**src/rtl/mult_acc_fixed_if.sv**
```systemverilog
// Stream bundle for mult_acc_fixed: input beats (feature, weight, last) and
// the rescaled group result, each under its own valid/ready pair.
interface mult_acc_fixed_if #(
    parameter int A_W   = 8,
    parameter int B_W   = 8,
    parameter int OUT_W = 8
);
    logic             in_valid;
    logic             in_ready;
    logic [A_W-1:0]   in_a;
    logic [B_W-1:0]   in_b;
    logic             in_last;
    logic             out_valid;
    logic             out_ready;
    logic [OUT_W-1:0] out_data;
    logic             out_sat;

    modport master (
        output in_valid, in_a, in_b, in_last, out_ready,
        input  in_ready, out_valid, out_data, out_sat
    );

    modport slave (
        input  in_valid, in_a, in_b, in_last, out_ready,
        output in_ready, out_valid, out_data, out_sat
    );
endinterface

```
**src/rtl/mult_acc_fixed.sv**
```systemverilog
// Pipelined fixed-point MAC: unsigned feature x signed weight, summed over a
// group closed by in_last, then rescaled, rounded and saturated to OUT_W.
//
// state    | meaning
// GRP_IDLE | next stage-2 beat starts a new group (acc is reloaded)
// GRP_OPEN | a group is in progress; stage-2 beats add into acc
module mult_acc_fixed #(
    parameter int A_W      = 8,
    parameter int A_FRAC   = 7,
    parameter int B_W      = 8,
    parameter int B_FRAC   = 6,
    parameter int OUT_W    = 8,
    parameter int OUT_FRAC = 5,
    parameter int ACC_W    = 24,
    parameter int ROUND    = 0
) (
    input logic              clk,
    input logic              rst,
    mult_acc_fixed_if.slave  bus
);
    localparam int P_W = A_W + B_W + 1;
    localparam int SH  = A_FRAC + B_FRAC - OUT_FRAC;

    localparam logic signed [ACC_W-1:0] ACC_MAX = {1'b0, {(ACC_W-1){1'b1}}};
    localparam logic signed [ACC_W-1:0] ACC_MIN = {1'b1, {(ACC_W-1){1'b0}}};
    localparam logic signed [ACC_W:0]   OUT_MAX = {{(ACC_W+2-OUT_W){1'b0}}, {(OUT_W-1){1'b1}}};
    localparam logic signed [ACC_W:0]   OUT_MIN = {{(ACC_W+2-OUT_W){1'b1}}, {(OUT_W-1){1'b0}}};
    localparam logic signed [ACC_W:0]   RND_ADD = (ROUND != 0) ? ((ACC_W+1)'(1) << (SH-1)) : '0;

    typedef enum logic {GRP_IDLE, GRP_OPEN} grp_state_t;

    grp_state_t grp_state, grp_next;

    logic                    en;
    logic                    accept;
    logic signed [P_W-1:0]   a_ext, b_ext, prod;

    logic                    v1;
    logic                    last1;
    logic signed [P_W-1:0]   p1;

    logic signed [ACC_W-1:0] acc;
    logic                    acc_sat;
    logic signed [ACC_W-1:0] acc_base;
    logic                    sat_base;
    logic signed [ACC_W:0]   acc_sum;
    logic                    acc_ovf;
    logic signed [ACC_W-1:0] acc_next;
    logic                    acc_sat_next;

    logic signed [ACC_W:0]   s_wide;
    logic signed [ACC_W:0]   r;
    logic [OUT_W-1:0]        r_clamped;
    logic                    clamp_hit;

    logic                    out_valid_r;
    logic [OUT_W-1:0]        out_data_r;
    logic                    out_sat_r;

    // A stalled output freezes the entire pipe, so in_ready tracks out_ready.
    assign en           = !(out_valid_r && !bus.out_ready);
    assign accept       = bus.in_valid && en;
    assign bus.in_ready = en;

    assign bus.out_valid = out_valid_r;
    assign bus.out_data  = out_data_r;
    assign bus.out_sat   = out_sat_r;

    // Both operands extended to P_W so the signed product is exact.
    assign a_ext = signed'({{(B_W+1){1'b0}}, bus.in_a});
    assign b_ext = signed'({{(A_W+1){bus.in_b[B_W-1]}}, bus.in_b});
    assign prod  = a_ext * b_ext;

    always_ff @(posedge clk or posedge rst) begin
        if (rst) begin
            v1    <= 1'b0;
            last1 <= 1'b0;
            p1    <= '0;
        end else if (en) begin
            v1 <= accept;
            if (accept) begin
                p1    <= prod;
                last1 <= bus.in_last;
            end
        end
    end

    always_ff @(posedge clk or posedge rst) begin
        if (rst) begin
            grp_state <= GRP_IDLE;
        end else begin
            grp_state <= grp_next;
        end
    end

    always_comb begin
        grp_next = grp_state;
        if (en && v1) begin
            grp_next = last1 ? GRP_IDLE : GRP_OPEN;
        end
    end

    // Accumulate one bit wider, then clamp back to ACC_W on overflow.
    always_comb begin
        acc_base     = (grp_state == GRP_OPEN) ? acc : '0;
        sat_base     = (grp_state == GRP_OPEN) && acc_sat;
        acc_sum      = signed'({acc_base[ACC_W-1], acc_base})
                     + signed'({{(ACC_W+1-P_W){p1[P_W-1]}}, p1});
        acc_ovf      = acc_sum[ACC_W] ^ acc_sum[ACC_W-1];
        acc_next     = acc_sum[ACC_W-1:0];
        if (acc_ovf) begin
            acc_next = acc_sum[ACC_W] ? ACC_MIN : ACC_MAX;
        end
        acc_sat_next = sat_base | acc_ovf;
    end

    always_ff @(posedge clk or posedge rst) begin
        if (rst) begin
            acc     <= '0;
            acc_sat <= 1'b0;
        end else if (en && v1) begin
            acc     <= acc_next;
            acc_sat <= acc_sat_next;
        end
    end

    // Rescale in ACC_W+1 bits so the rounding offset cannot wrap.
    always_comb begin
        s_wide    = signed'({acc_next[ACC_W-1], acc_next}) + RND_ADD;
        r         = s_wide >>> SH;
        clamp_hit = 1'b0;
        r_clamped = r[OUT_W-1:0];
        if (r > OUT_MAX) begin
            clamp_hit = 1'b1;
            r_clamped = OUT_MAX[OUT_W-1:0];
        end else if (r < OUT_MIN) begin
            clamp_hit = 1'b1;
            r_clamped = OUT_MIN[OUT_W-1:0];
        end
    end

    always_ff @(posedge clk or posedge rst) begin
        if (rst) begin
            out_valid_r <= 1'b0;
            out_data_r  <= '0;
            out_sat_r   <= 1'b0;
        end else if (en) begin
            if (v1 && last1) begin
                out_valid_r <= 1'b1;
                out_data_r  <= r_clamped;
                out_sat_r   <= acc_sat_next | clamp_hit;
            end else begin
                out_valid_r <= 1'b0;
            end
        end
    end
endmodule

```
**src/flat_wrapper.sv**
```systemverilog
// flat-port wrapper written by rule: the top's interface ports become plain ports
module mult_acc_fixed_flat 
#(
    parameter int A_W      = 8,
    parameter int A_FRAC   = 7,
    parameter int B_W      = 8,
    parameter int B_FRAC   = 6,
    parameter int OUT_W    = 8,
    parameter int OUT_FRAC = 5,
    parameter int ACC_W    = 24,
    parameter int ROUND    = 0
)
  (clk, rst, bus_in_valid, bus_in_a, bus_in_b, bus_in_last, bus_out_ready, bus_in_ready, bus_out_valid, bus_out_data, bus_out_sat);
  mult_acc_fixed_if #(.A_W(A_W), .B_W(B_W), .OUT_W(OUT_W)) bus_i ();
  input logic clk;
  input logic rst;
  input wire logic [$bits(bus_i.in_valid)-1:0] bus_in_valid;
  input wire logic [$bits(bus_i.in_a)-1:0] bus_in_a;
  input wire logic [$bits(bus_i.in_b)-1:0] bus_in_b;
  input wire logic [$bits(bus_i.in_last)-1:0] bus_in_last;
  input wire logic [$bits(bus_i.out_ready)-1:0] bus_out_ready;
  output wire logic [$bits(bus_i.in_ready)-1:0] bus_in_ready;
  output wire logic [$bits(bus_i.out_valid)-1:0] bus_out_valid;
  output wire logic [$bits(bus_i.out_data)-1:0] bus_out_data;
  output wire logic [$bits(bus_i.out_sat)-1:0] bus_out_sat;
  assign bus_i.in_valid = bus_in_valid;
  assign bus_i.in_a = bus_in_a;
  assign bus_i.in_b = bus_in_b;
  assign bus_i.in_last = bus_in_last;
  assign bus_i.out_ready = bus_out_ready;
  assign bus_in_ready = bus_i.in_ready;
  assign bus_out_valid = bus_i.out_valid;
  assign bus_out_data = bus_i.out_data;
  assign bus_out_sat = bus_i.out_sat;
  mult_acc_fixed #(.A_W(A_W), .A_FRAC(A_FRAC), .B_W(B_W), .B_FRAC(B_FRAC), .OUT_W(OUT_W), .OUT_FRAC(OUT_FRAC), .ACC_W(ACC_W), .ROUND(ROUND)) u_core (.clk(clk), .rst(rst), .bus(bus_i));
endmodule
```
**config.mk**
```make
export PLATFORM = sky130hd
export DESIGN_NAME = mult_acc_fixed_flat
export DESIGN_NICKNAME = d
export VERILOG_FILES = /design/src/rtl/mult_acc_fixed_if.sv /design/src/rtl/mult_acc_fixed.sv /design/src/flat_wrapper.sv
export SDC_FILE = /design/constraint.sdc
export NUM_CORES = 1
export LEC_CHECK = 0
export ABC_AREA = 1
export CAP_MARGIN = 0
export CORE_ASPECT_RATIO = 0.8
export CORE_MARGIN = 2
export CORE_UTILIZATION = 60
export DETAILED_ROUTE_END_ITERATION = 8
export DONT_BUFFER_PORTS = 1
export MAX_ROUTING_LAYER = met4
export PLACE_DENSITY = 0.82
export SYNTH_ARGS = -nofsm -noshare
export SYNTH_HDL_FRONTEND = slang
export SYNTH_SLANG_ARGS = --single-unit
```
**constraint.sdc**
```tcl
create_clock -name clk -period 11.6 [get_ports clk]
set_clock_uncertainty 0.1 [all_clocks]
set_input_delay 1.74 -clock clk [delete_from_list [all_inputs] [get_ports clk]]
set_output_delay 1.74 -clock clk [all_outputs]
set_load 0.03 [all_outputs]
```
== After elaboration in Yosys (flattened, before gate mapping) ==
Index checks and enable logic that the tools add are counted.

* Bits in registers: 55
* Input bits: 21
* Output and inout bits: 11
* Word-level logic and storage cells: 35

* Add/sub/neg operators: 1
* $mul: 1
* Magnitude comparators: 2
* Mux-type cells: 9
* Bitwise operators: 4
* Reductions and logical operators: 9

{| class="wikitable"
|+ Operators with widths
! cell !! count
|-
| $mux W24 || 3
|-
| $add A24 B17 Y25 || 1
|-
| $mul A9 B8 Y17 || 1
|-
| $gt A16 B8 Y1 const B || 1
|-
| $lt A16 B8 Y1 const B || 1
|-
| $mux W8 || 2
|-
| $logic_and A1 B1 Y1 || 5
|-
| $mux W1 || 4
|-
| $reduce_and A2 Y1 || 2
|-
| $logic_not A1 Y1 || 2
|-
| $or A1 B1 Y1 || 2
|-
| $not A1 Y1 || 1
|-
| $xor A1 B1 Y1 || 1
|}

== Longest topological paths before layout ==
Gate-level depths: netlist (run 1).

* Depth after elaboration: 8
* Depth in mapped cells: 29
* Mapped depth without buffers: 26

== Worst setup path after synthesis (run 1) ==
OpenSTA, ideal clock, no wires.

* Path type: in2reg
* From: in bus_in_a[2]
* To: reg u_core.p1[14]
* Setup time: 66 ps
* Data arrival time: 5959 ps
* Required time: 11434 ps
* Setup slack: 5476 ps
* Stages: 21
* Buffers on the path: 1
* Cells stage by stage: clkbuf_1 > or2_2 > fa_1 > inv_1 > fa_1 > inv_1 > fa_1 > fa_1 > inv_1 > ha_1 > a21oi_1 > a21boi_0 > nor2_1 > o21ai_0 > nand2_1 > nand2_1 > nand2_1 > a21oi_1 > or2_2 > nand3_1 > nand2_1

* Cells in the longest elaborated chain, start to end: 1

{| class="wikitable"
|+ Ends and longest elaborated chain
! element !! RTL line !! RTL
|-
| start, declared || flat_wrapper.sv:18 || <nowiki>input wire logic [$bits(bus_i.in_a)-1:0] bus_in_a;</nowiki>
|-
| $mul A9 B8 Y17 || mult_acc_fixed.sv:72 || <nowiki>assign prod = a_ext * b_ext;</nowiki>
|-
| end signal, assigned || mult_acc_fixed.sv:82 || <nowiki>p1 <= prod;</nowiki>
|-
| end, declared || mult_acc_fixed.sv:40 || <nowiki>logic signed [P_W-1:0] p1;</nowiki>
|}

No other way between the ends.
A chain may end at the register's enable or synchronous reset.

== Worst setup path after layout (run 1) ==
* From: in bus_in_b[7]
* To: reg u_core.p1[14]

* Cells in the longest elaborated chain, start to end: 1

{| class="wikitable"
|+ Ends and longest elaborated chain
! element !! RTL line !! RTL
|-
| start, declared || flat_wrapper.sv:19 || <nowiki>input wire logic [$bits(bus_i.in_b)-1:0] bus_in_b;</nowiki>
|-
| $mul A9 B8 Y17 || mult_acc_fixed.sv:72 ||
|}

No other way between the ends.

==> results of run 1 <==
routing by layer:
metal / vias up / track usage
li1: 2923 / -
met1: 2672 / 0.425
met2: 153 / 0.395
met3: 13 / 0.0448
met4: 0 / 0.0452
met5: - / -
flip-flops by register name, summed over array words and instances, names as in the netlist:
signal,flops
u_core.v1,1
u_core.bus.out_sat,1
u_core.acc,24
u_core.grp_state,1
u_core.acc_sat,1
u_core.bus.out_valid,1
u_core.bus.out_data,8
u_core.last1,1
u_core.p1,17
final cells by class:
type,count,share of cell area
inverters,205,0.115
clock inverters,2,0.00280
repair buffers,2,0.00224
multi-input cells,690,0.629
flip-flops and latches,55,0.205
clock buffers,6,0.0207
well taps,140,0.0261
logic make-up after synthesis:
group | share of synthesized area
fa+ha+maj | 0.251
simple gates | 0.312
compound gates | 0.0736
xor+xnor | 0.0149
flops | 0.212
buf+inv | 0.137
stage by stage:
step | cell area [sq um] | util | setup WS, ns
5_1_grt | 6710 | 0.648 | 5.10
3_5_place_dp | 6560 | 0.633 | 5.17
4_1_cts | 6710 | 0.648 | 5.48
6_report | 6710 | 0.648 | 5.45
2_1_floorplan | 6480 | - | 5.48
3_3_place_gp | 6560 | 0.633 | 5.32
worst max path at each step:
stage / start / to / slack (ns) / depth (start not counted)
2_1_floorplan: bus_in_a[2] / u_core.p1[14] / 5.48 / 21
3_5_place_dp: bus_in_b[7] / u_core.p1[14] / 5.17 / 20
6_report: bus_in_b[7] / u_core.p1[14] / 5.45 / 20
5_1_grt: bus_in_b[7] / u_core.p1[14] / 5.10 / 20
4_1_cts: bus_in_b[7] / u_core.p1[14] / 5.48 / 20
3_3_place_gp: bus_in_b[7] / u_core.p1[14] / 5.32 / 20
cell usage after synthesis, drive strengths merged:
master,instances,area share
and2,1,0.00097
o21a,2,0.0023
or2,13,0.013
fa,38,0.12
nand4,7,0.0077
nand2,343,0.20
o2111ai,1,0.0014
clkinv,1,0.00058
inv,204,0.12
buf,2,0.0025
nand3b,4,0.0046
o221ai,1,0.0014
nand3,47,0.039
a31oi,9,0.0087
nor2,65,0.040
a21oi,38,0.029
xor2,10,0.014
nor3,3,0.0023
clkbuf,27,0.016
dfrtp,55,0.21
ha,69,0.13
xnor2,1,0.0014
o21ai,35,0.027
a21boi,1,0.0012
o21bai,2,0.0023
critical path: stages:
cell and delay, ns:
sky130_fd_sc_hd__inv_1 0.11, sky130_fd_sc_hd__or2_2 0.32, sky130_fd_sc_hd__fa_1 0.50, sky130_fd_sc_hd__fa_1 0.51, sky130_fd_sc_hd__fa_1 0.55, sky130_fd_sc_hd__inv_1 0.06
sky130_fd_sc_hd__fa_1 0.48, sky130_fd_sc_hd__ha_1 0.37, sky130_fd_sc_hd__nand2_1 0.06, sky130_fd_sc_hd__o21ai_0 0.40, sky130_fd_sc_hd__a21boi_0 0.24, sky130_fd_sc_hd__nor2_1 0.13
sky130_fd_sc_hd__o21ai_0 0.10, sky130_fd_sc_hd__nand2_1 0.07, sky130_fd_sc_hd__nand2_1 0.06, sky130_fd_sc_hd__nand2_1 0.07, sky130_fd_sc_hd__a21oi_1 0.07, sky130_fd_sc_hd__or2_2 0.27
sky130_fd_sc_hd__nand3_1 0.07, sky130_fd_sc_hd__nand2_1 0.06
==> flow_summary.rst, run 1 <==
.. list-table::
   :header-rows: 1

   * - Metric
     - Value
   * - Placement Rows
     - 33
   * - Number of distinct library cells after synthesis
     - 34
   * - Number of DRC violations after detailed-routing iteration 0
     - 399
   * - Final cell count without fillers
     - 1100
   * - CP arrival
     - 6.24 ns
   * - Final routed wire length divided by cell count
     - 13.1 um
   * - Maximum count of clock buffers along a single path
     - 2
   * - Routed length on met1
     - 7420 um
   * - Detailed-placement wirelength estimate
     - 11300 um
   * - Number of post-CTS setup repair buffers
     - 0
   * - Uppermost layer routed
     - met4
   * - Synthesized Nets
     - 1107
   * - Register area share after synthesis
     - 0.212
   * - Hold-fix buffers, CTS
     - 0
   * - Number of cell instances on the worst register-to-register path
     - 23
   * - Min-delay src
     - u_core.acc[11]
   * - Post-CTS clock slew at the launch and capture registers of the worst setup and hold paths
     - 0.07 ns
   * - Largest net degree at the start of global routing
     - 56
   * - Final worst path period need
     - 6.15 ns
   * - PostCTS Resize Cnt
     - 0
   * - Maximum level of the CTS H-tree
     - 2
   * - Vias in the first global route
     - 5496
   * - Number of ports placed on the die boundary
     - 32
   * - Ratio of cells with drive above 1 in the final layout
     - 0.0469
   * - Filler Cell Count
     - 957
   * - Register Area
     - 1380 sq um
   * - Die boundary height
     - 97.0 um
   * - Number of hold-slack violations in the final timing report
     - 0
   * - WL final
     - 14400 um
   * - Area taken by multi-input logic gates
     - 4220 sq um
   * - Starting density of the core
     - 0.625
   * - 1st-pass router iterations
     - 5
   * - Final clock period utilization by the worst path
     - 0.530
   * - Unrepaired setup endpoints after global routing
     - false
   * - Detailed-route via count
     - 5761
   * - DIE WIDTH
     - 120 um
   * - Most used cells in the layout excluding fill and tap cells
     - 333 x sky130_fd_sc_hd__nand2_1, 201 x sky130_fd_sc_hd__inv_1, 69 x sky130_fd_sc_hd__ha_1, 59 x sky130_fd_sc_hd__nor2_1, 55 x sky130_fd_sc_hd__dfrtp_1
   * - Cell depth of the worst hold path
     - 2
   * - Area growth syn-to-layout
     - 3.59%
   * - Commonest non-fill, non-tap cell in the layout
     - sky130_fd_sc_hd__nand2_1
   * - Clock latency of the later-clocked register in the worst-skew pair
     - 0.31 ns
   * - Remaining DRCs
     - 0
   * - Slack of the worst reg-to-reg path
     - 6.29 ns
   * - WHS Endpoint
     - u_core.acc[11]
   * - Startpoint type of the worst setup path
     - input port
   * - Mean number of vias per cell
     - 5.24
   * - Critical Path Fanout Max
     - 9
   * - Routed met3 length
     - 1060 um
   * - Syn Std Cell Area
     - 6480 sq um
   * - Capture point of the worst reg-to-reg path
     - u_core.bus.out_sat
   * - Gate count of the mapped netlist
     - 979
   * - Worst slew slack as a fraction of its limit
     - 0.344
   * - Met2 routed WL
     - 5810 um
   * - Post-Synthesis Mean Instance Area
     - 6.62 sq um
   * - Nature of the critical path endpoint
     - register
   * - Floorplan core area
     - 10400 sq um
   * - Tot GR Track Use
     - 0.278
   * - CTS tree
     - done
   * - Hold Path Class
     - register to register
   * - Max-cap violation count
     - 0
   * - Classification of the worst setup path
     - input port to register
   * - Port Buffers
     - 0
   * - Final antenna diode count
     - 0
   * - Transition time at the pin with the least slew margin
     - 0.984 ns
   * - Required time reported for the critical path endpoint
     - 11.69 ns
   * - Cts bufs inserted
     - 5
   * - Total of flip-flops plus latches after synthesis
     - 55
   * - Final count of pins violating max slew
     - 0
   * - Count of yosys warnings during synthesis
     - 0
   * - Final setup violating endpoints
     - 0
   * - Maximum achievable frequency
     - 163 MHz
   * - Launching point of the worst reg2reg path
     - u_core.grp_state
   * - Cells after DPL
     - 1092
   * - Post-route worst hold slack
     - 0.388 ns
   * - Area of the die
     - 11700 sq um
   * - Final weighted congestion in routability-driven placement
     - 0.946
   * - Layout net count
     - 1087
   * - Clock Tree Root
     - sky130_fd_sc_hd__clkbuf_16
   * - Run status
     - finished clean
   * - Remaining number of nets flagged by the antenna check after routing
     - 0
   * - First-pass GRT wire length
     - 25800 um
   * - Total Neg Setup Slack
     - 0 ns
   * - Global-route congestion overflow total
     - 0
   * - Initial antenna violation count
     - 0
   * - CTS Sinks
     - 55
Power of run 1 is not shown: default switching activity piles up to over one toggle a cycle in this logic, so the estimate is an artifact.
==> run 2: changes to the inputs <==
==> constraint.sdc (replaced) <==
create_clock -name clk -period 5.9 [get_ports clk]
set_clock_uncertainty 0.1 [all_clocks]
set_input_delay 0.885 -clock clk [delete_from_list [all_inputs] [get_ports clk]]
set_output_delay 0.885 -clock clk [all_outputs]
set_load 0.03 [all_outputs]
==> flow_summary.rst, run 2 (synthesis results as in run 1) <==
.. list-table::
   :header-rows: 1

   * - Metric
     - Value
   * - Run status
     - finished clean
   * - CTS Sinks
     - 55
   * - 1st-pass router iterations
     - 5
   * - Die boundary height
     - 97.0 um
   * - First-pass GRT wire length
     - 25900 um
   * - Register Area
     - 1380 sq um
   * - Crit-path most repeated cell
     - sky130_fd_sc_hd__nand2_1
   * - Startpoint type of the worst setup path
     - input port
   * - Tot GR Track Use
     - 0.280
   * - Final count of pins violating max slew
     - 0
   * - Launching point of the worst reg2reg path
     - u_core.grp_state
   * - Number of flip-flops under the largest register name
     - 24
   * - Port Buffers
     - 0
   * - Final routed wire length divided by cell count
     - 13.1 um
   * - Maximum count of clock buffers along a single path
     - 2
   * - WHS Endpoint
     - u_core.last1
   * - Post-CTS clock slew at the launch and capture registers of the worst setup and hold paths
     - 0.07 ns
   * - Clock Tree Root
     - sky130_fd_sc_hd__clkbuf_16
   * - Cts bufs inserted
     - 5
   * - Total Neg Setup Slack
     - 0 ns
   * - Detailed-placement wirelength estimate
     - 11400 um
   * - Capture point of the worst reg-to-reg path
     - u_core.bus.out_sat
   * - Layout net count
     - 1089
   * - Unrepaired setup endpoints after global routing
     - false
   * - Area taken by multi-input logic gates
     - 4220 sq um
   * - Ratio of cells with drive above 1 in the final layout
     - 0.0479
   * - Nature of the critical path endpoint
     - register
   * - Critical path, cell by cell
     - inv_1 > or2_2 > fa_1 > fa_1 > fa_1 > inv_1 > fa_1 > ha_1 > nand2_1 > o21ai_0 > a21boi_0 > nor2_1 > o21ai_0 > nand2_1 > nand2_1 > nand2_1 > a21oi_1 > or2_2 > nand3_1 > nand2_1
   * - Critical Path Fanout Max
     - 9
   * - Worst path slowest cell
     - sky130_fd_sc_hd__fa_1
   * - Clock latency of the later-clocked register in the worst-skew pair
     - 0.30 ns
   * - Number of DRC violations after detailed-routing iteration 0
     - 425
   * - Maximum level of the CTS H-tree
     - 2
   * - Vias in the first global route
     - 5628
   * - Critical path buffer and inverter count
     - 2
   * - Number of ports placed on the die boundary
     - 32
   * - Largest reg by FF count
     - u_core.acc
   * - Final worst path period need
     - 5.28 ns
   * - Most used cells in the layout excluding fill and tap cells
     - 333 x sky130_fd_sc_hd__nand2_1, 201 x sky130_fd_sc_hd__inv_1, 69 x sky130_fd_sc_hd__ha_1, 59 x sky130_fd_sc_hd__nor2_1, 55 x sky130_fd_sc_hd__dfrtp_1
   * - Max-cap violation count
     - 0
   * - Cell depth of the worst hold path
     - 2
   * - Filler Cell Count
     - 926
   * - Remaining DRCs
     - 0
   * - Remaining number of nets flagged by the antenna check after routing
     - 0
   * - Largest net degree at the start of global routing
     - 56
   * - Starting density of the core
     - 0.625
   * - DIE WIDTH
     - 120 um
   * - Final setup margin
     - 0.619 ns
   * - Initial antenna violation count
     - 0
   * - Transition time at the pin with the least slew margin
     - 0.744 ns
   * - Hold-fix buffers, CTS
     - 0
   * - Placement Rows
     - 33
   * - Dpl ws
     - 0.361 ns
   * - Required time reported for the critical path endpoint
     - 5.99 ns
   * - Area growth syn-to-layout
     - 3.96%
   * - Slack of the worst reg-to-reg path
     - 1.21 ns
   * - Number of post-CTS setup repair buffers
     - 0
   * - Final setup violating endpoints
     - 0
   * - CTS tree
     - done
   * - Final clock period utilization by the worst path
     - 0.895
   * - Number of cell instances on the worst register-to-register path
     - 25
   * - Hold Path Class
     - register to register
   * - CP arrival
     - 5.37 ns
   * - Classification of the worst setup path
     - input port to register
   * - Area of the die
     - 11700 sq um
   * - Final weighted congestion in routability-driven placement
     - 0.951
   * - Worst slew slack as a fraction of its limit
     - 0.503
   * - Floorplan core area
     - 10400 sq um
   * - Commonest non-fill, non-tap cell in the layout
     - sky130_fd_sc_hd__nand2_1
   * - Family with the most delay on the worst path
     - adder cells
   * - Final antenna diode count
     - 0
   * - Min-delay src
     - u_core.last1
   * - Mean number of vias per cell
     - 5.26
   * - Highest cell delay on the worst timing path
     - 0.54 ns
   * - WL final
     - 14400 um
   * - Maximum achievable frequency
     - 189 MHz
   * - Detailed-route via count
     - 5787
   * - Global-route congestion overflow total
     - 0
   * - PostCTS Resize Cnt
     - 0
   * - Number of hold-slack violations in the final timing report
     - 0
-- run 2: cell count changes in the layout (fill, tap and decap cells not counted), sizes merged --
cell      change
clkinvlp      -1
clkbuf        -1
bufinv        +1
buf           +2
-- run 2: worst reg2reg max path, stage by stage, from the launching register on --
cell and delay (ns):
sky130_fd_sc_hd__dfrtp_1 0.55, sky130_fd_sc_hd__buf_4 0.29, sky130_fd_sc_hd__nand2_1 0.10, sky130_fd_sc_hd__inv_1 0.06, sky130_fd_sc_hd__ha_1 0.36, sky130_fd_sc_hd__nand2_1 0.12, sky130_fd_sc_hd__nor2_1 0.35, sky130_fd_sc_hd__nand2_1 0.10
sky130_fd_sc_hd__nor2_1 0.09, sky130_fd_sc_hd__nand2_1 0.09, sky130_fd_sc_hd__nand3_1 0.12, sky130_fd_sc_hd__a21oi_1 0.09, sky130_fd_sc_hd__o21bai_1 0.17, sky130_fd_sc_hd__xor2_1 0.22, sky130_fd_sc_hd__inv_1 0.07, sky130_fd_sc_hd__ha_1 0.30
sky130_fd_sc_hd__inv_1 0.39, sky130_fd_sc_hd__nand3_1 0.27, sky130_fd_sc_hd__nand2_1 0.16, sky130_fd_sc_hd__nand2_1 0.08, sky130_fd_sc_hd__nor2_2 0.13, sky130_fd_sc_hd__nand2_2 0.08, sky130_fd_sc_hd__nand2_4 0.10, sky130_fd_sc_hd__nand2_2 0.05
sky130_fd_sc_hd__nor2_1 0.09, sky130_fd_sc_hd__nor2_1 0.05
-- run 2: final cells by class --
class	instances	area share
well taps	140	0.0260
clock inverters	2	0.00613
inverters	205	0.114
flip-flops and latches	55	0.204
multi-input cells	690	0.626
repair buffers	4	0.00446
clock buffers	5	0.0186
-- run 2: per-stage QoR --
step,instance area (sq um),utilization,instances,hold slack (ns)
detailed placement,6570,0.634,1094,0.369
floorplan,6480,-,979,0.349
global route,6740,0.650,1101,0.410
finish,6740,0.650,1101,0.386
global placement,6570,0.634,1094,0.364
CTS,6740,0.650,1101,0.386
-- run 2: how the worst max path moves through the flow --
stage | depth (start not counted) | start | end
after global routing | 20 | bus_in_b[7] | u_core.p1[14]
after detailed placement | 20 | bus_in_b[7] | u_core.p1[14]
final | 20 | bus_in_b[7] | u_core.p1[14]
after floorplan | 21 | bus_in_a[2] | u_core.p1[14]
after CTS | 20 | bus_in_b[7] | u_core.p1[14]
after global placement | 20 | bus_in_b[7] | u_core.p1[14]
-- run 2: routing by layer --
metal | global-route usage | part of all wire | wire length [um] | vias up
li1 | - | - | - | 2925
met3 | 0.0489 | 0.070 | 1010 | 24
met5 | - | 0 | 0 | -
met4 | 0.0643 | 0.017 | 248 | 0
met2 | 0.392 | 0.40 | 5740 | 143
met1 | 0.420 | 0.51 | 7430 | 2695
Power of run 2 is left out for the same reason.
==> run 3: changes to the inputs <==
--- a/config.mk
+++ b/config.mk
@@ -7,13 +7,15 @@
 export LEC_CHECK = 0
 export ABC_AREA = 1
 export CAP_MARGIN = 0
+export CELL_PAD_IN_SITES_DETAIL_PLACEMENT = 1
+export CELL_PAD_IN_SITES_GLOBAL_PLACEMENT = 1
 export CORE_ASPECT_RATIO = 0.8
 export CORE_MARGIN = 2
-export CORE_UTILIZATION = 60
+export CORE_UTILIZATION = 47
 export DETAILED_ROUTE_END_ITERATION = 8
 export DONT_BUFFER_PORTS = 1
 export MAX_ROUTING_LAYER = met4
-export PLACE_DENSITY = 0.82
+export PLACE_DENSITY = 0.87
 export SYNTH_ARGS = -nofsm -noshare
 export SYNTH_HDL_FRONTEND = slang
 export SYNTH_SLANG_ARGS = --single-unit
==> flow_summary.rst, run 3 (synthesis results as in run 1) <==
.. list-table::
   :header-rows: 1

   * - Metric
     - Value
   * - Mean number of vias per cell
     - 5.20
   * - Maximum level of the CTS H-tree
     - 2
   * - CTS tree
     - done
   * - Final weighted congestion in routability-driven placement
     - 0.886
   * - Nature of the critical path endpoint
     - register
   * - Transition time at the pin with the least slew margin
     - 0.787 ns
   * - Remaining number of nets flagged by the antenna check after routing
     - 0
   * - Max-cap violation count
     - 0
   * - Number of ports placed on the die boundary
     - 32
   * - Remaining DRCs
     - 0
   * - Hold Path Class
     - register to register
   * - Worst slew slack as a fraction of its limit
     - 0.474
   * - Detailed-placement wirelength estimate
     - 14500 um
   * - Initial antenna violation count
     - 0
   * - Crit-path most repeated cell
     - sky130_fd_sc_hd__nand2_1
   * - Cts bufs inserted
     - 5
   * - Final antenna diode count
     - 0
   * - Number of flip-flops under the largest register name
     - 24
   * - Required time reported for the critical path endpoint
     - 6.00 ns
   * - First-pass GRT wire length
     - 31400 um
   * - CP arrival
     - 5.48 ns
   * - Critical path buffer and inverter count
     - 2
   * - Die boundary height
     - 109 um
   * - Total Neg Setup Slack
     - 0 ns
   * - Number of post-CTS setup repair buffers
     - 0
   * - WL final
     - 18100 um
   * - Number of cell instances on the worst register-to-register path
     - 24
   * - Area of the die
     - 14700 sq um
   * - Critical path, cell by cell
     - inv_1 > or2_2 > fa_1 > fa_1 > fa_1 > inv_1 > fa_1 > ha_1 > nand2_1 > o21ai_0 > a21boi_0 > nor2_1 > o21ai_0 > nand2_1 > nand2_1 > nand2_1 > a21oi_1 > or2_2 > nand3_1 > nand2_1
   * - Startpoint type of the worst setup path
     - input port
   * - Layout net count
     - 1090
   * - PostCTS Resize Cnt
     - 0
   * - Family with the most delay on the worst path
     - adder cells
   * - Highest cell delay on the worst timing path
     - 0.54 ns
   * - DIE WIDTH
     - 135 um
   * - Unrepaired setup endpoints after global routing
     - false
   * - Commonest non-fill, non-tap cell in the layout
     - sky130_fd_sc_hd__nand2_1
   * - Maximum count of clock buffers along a single path
     - 2
   * - Worst path slowest cell
     - sky130_fd_sc_hd__fa_1
   * - Floorplan core area
     - 13500 sq um
   * - Global-route congestion overflow total
     - 0
   * - Critical Path Fanout Max
     - 9
   * - Number of hold-slack violations in the final timing report
     - 0
   * - Post-CTS clock slew at the launch and capture registers of the worst setup and hold paths
     - 0.08 ns
   * - Clock latency of the later-clocked register in the worst-skew pair
     - 0.31 ns
   * - Most used cells in the layout excluding fill and tap cells
     - 333 x sky130_fd_sc_hd__nand2_1, 201 x sky130_fd_sc_hd__inv_1, 69 x sky130_fd_sc_hd__ha_1, 59 x sky130_fd_sc_hd__nor2_1, 55 x sky130_fd_sc_hd__dfrtp_1
   * - Run status
     - finished clean
   * - Hold-fix buffers, CTS
     - 0
   * - CTS Sinks
     - 55
   * - Tot GR Track Use
     - 0.276
   * - Final count of pins violating max slew
     - 0
   * - Classification of the worst setup path
     - input port to register
   * - Number of cells on the critical path
     - 20
   * - Number of DRC violations after detailed-routing iteration 0
     - 286
   * - Largest net degree at the start of global routing
     - 56
   * - Ratio of cells with drive above 1 in the final layout
     - 0.0498
   * - Clock Tree Root
     - sky130_fd_sc_hd__clkbuf_16
   * - Final clock period utilization by the worst path
     - 0.911
   * - Placement Rows
     - 38
   * - Port Buffers
     - 0
   * - Cell depth of the worst hold path
     - 2
   * - Starting density of the core
     - 0.480
   * - 1st-pass router iterations
     - 4
   * - Vias in the first global route
     - 6444
   * - Detailed-route via count
     - 5939
   * - Final setup violating endpoints
     - 0
   * - Largest reg by FF count
     - u_core.acc
   * - Final worst path period need
     - 5.38 ns
   * - Final routed wire length divided by cell count
     - 15.8 um
   * - Area growth syn-to-layout
     - 5.06%
   * - Maximum achievable frequency
     - 186 MHz
==> run 3: cell types whose count changed in the layout (fill, tap and decap cells not counted), sizes merged <==
cell | previous run | this run
clkinv | 1 | 3
buf | 4 | 5
inv | 205 | 204
==> run 3: area by class of cell <==
class,instances,area (sq um)
Fill cell,1831,6700
Multi-Input combinational cell,690,4220
Sequential cell,55,1380
Inverter,205,769
Tap cell,180,225
Clock buffer,5,125
Clock inverter,3,55.1
Timing Repair Buffer,5,37.5
==> run 3: worst paths after layout <==
| path | start | to | slack, ns |
|---|---|---|---|
| min in group asynchronous | rst | u_core.last1 | 0.56 |
| worst min-delay path | u_core.last1 | u_core.last1 | 0.39 |
| max in group asynchronous | rst | u_core.acc[1] | 4.66 |
| worst min register to register | u_core.last1 | u_core.last1 | 0.39 |
| worst max register to register | u_core.grp_state | u_core.bus.out_sat | 0.83 |
| worst max-delay path | bus_in_b[7] | u_core.p1[14] | 0.52 |
==> run 3: metrics by stage <==
stage                     hold slack [ns]  std cells  cell area [sq um]  setup slack, ns  utilization
after floorplan                     0.349        979               6480            0.631            -
after global placement              0.367       1135               6630            0.438        0.491
after detailed placement            0.374       1135               6630            0.247        0.491
after CTS                           0.396       1143               6810            0.567        0.504
after global routing                0.433       1143               6810            0.224        0.504
final                               0.390       1143               6810            0.524        0.504
==> run 3: routing by layer <==
metal / track usage / up-vias / wire length, um
met1: 0.378 / 2910 / 8870
met2: 0.455 / 96 / 8240
met3: 0.0316 / 11 / 804
met5: - / - / 0
li1: - / 2922 / -
met4: 0.0379 / 0 / 141
==> run 3: worst register-to-register path, cell delays in order (launching register included) <==
cell,delay [ns]
sky130_fd_sc_hd__dfrtp_1,0.61
sky130_fd_sc_hd__buf_4,0.30
sky130_fd_sc_hd__nand2_1,0.08
sky130_fd_sc_hd__inv_1,0.05
sky130_fd_sc_hd__ha_1,0.41
sky130_fd_sc_hd__nand2_1,0.13
sky130_fd_sc_hd__nor2_1,0.17
sky130_fd_sc_hd__nand2_1,0.09
sky130_fd_sc_hd__nor2_1,0.11
sky130_fd_sc_hd__nand2_1,0.10
sky130_fd_sc_hd__nand3_1,0.13
sky130_fd_sc_hd__a21oi_1,0.08
sky130_fd_sc_hd__o21bai_1,0.17
sky130_fd_sc_hd__xor2_1,0.22
sky130_fd_sc_hd__inv_1,0.07
sky130_fd_sc_hd__ha_1,0.69
sky130_fd_sc_hd__inv_1,0.45
sky130_fd_sc_hd__nand3_1,0.31
sky130_fd_sc_hd__nand2_1,0.12
sky130_fd_sc_hd__nor2_1,0.17
sky130_fd_sc_hd__nand3_2,0.11
sky130_fd_sc_hd__nand2_4,0.11
sky130_fd_sc_hd__nand2_1,0.06
sky130_fd_sc_hd__nor2_1,0.10
sky130_fd_sc_hd__nor2_1,0.05
Power of run 3 is left out for the same reason.
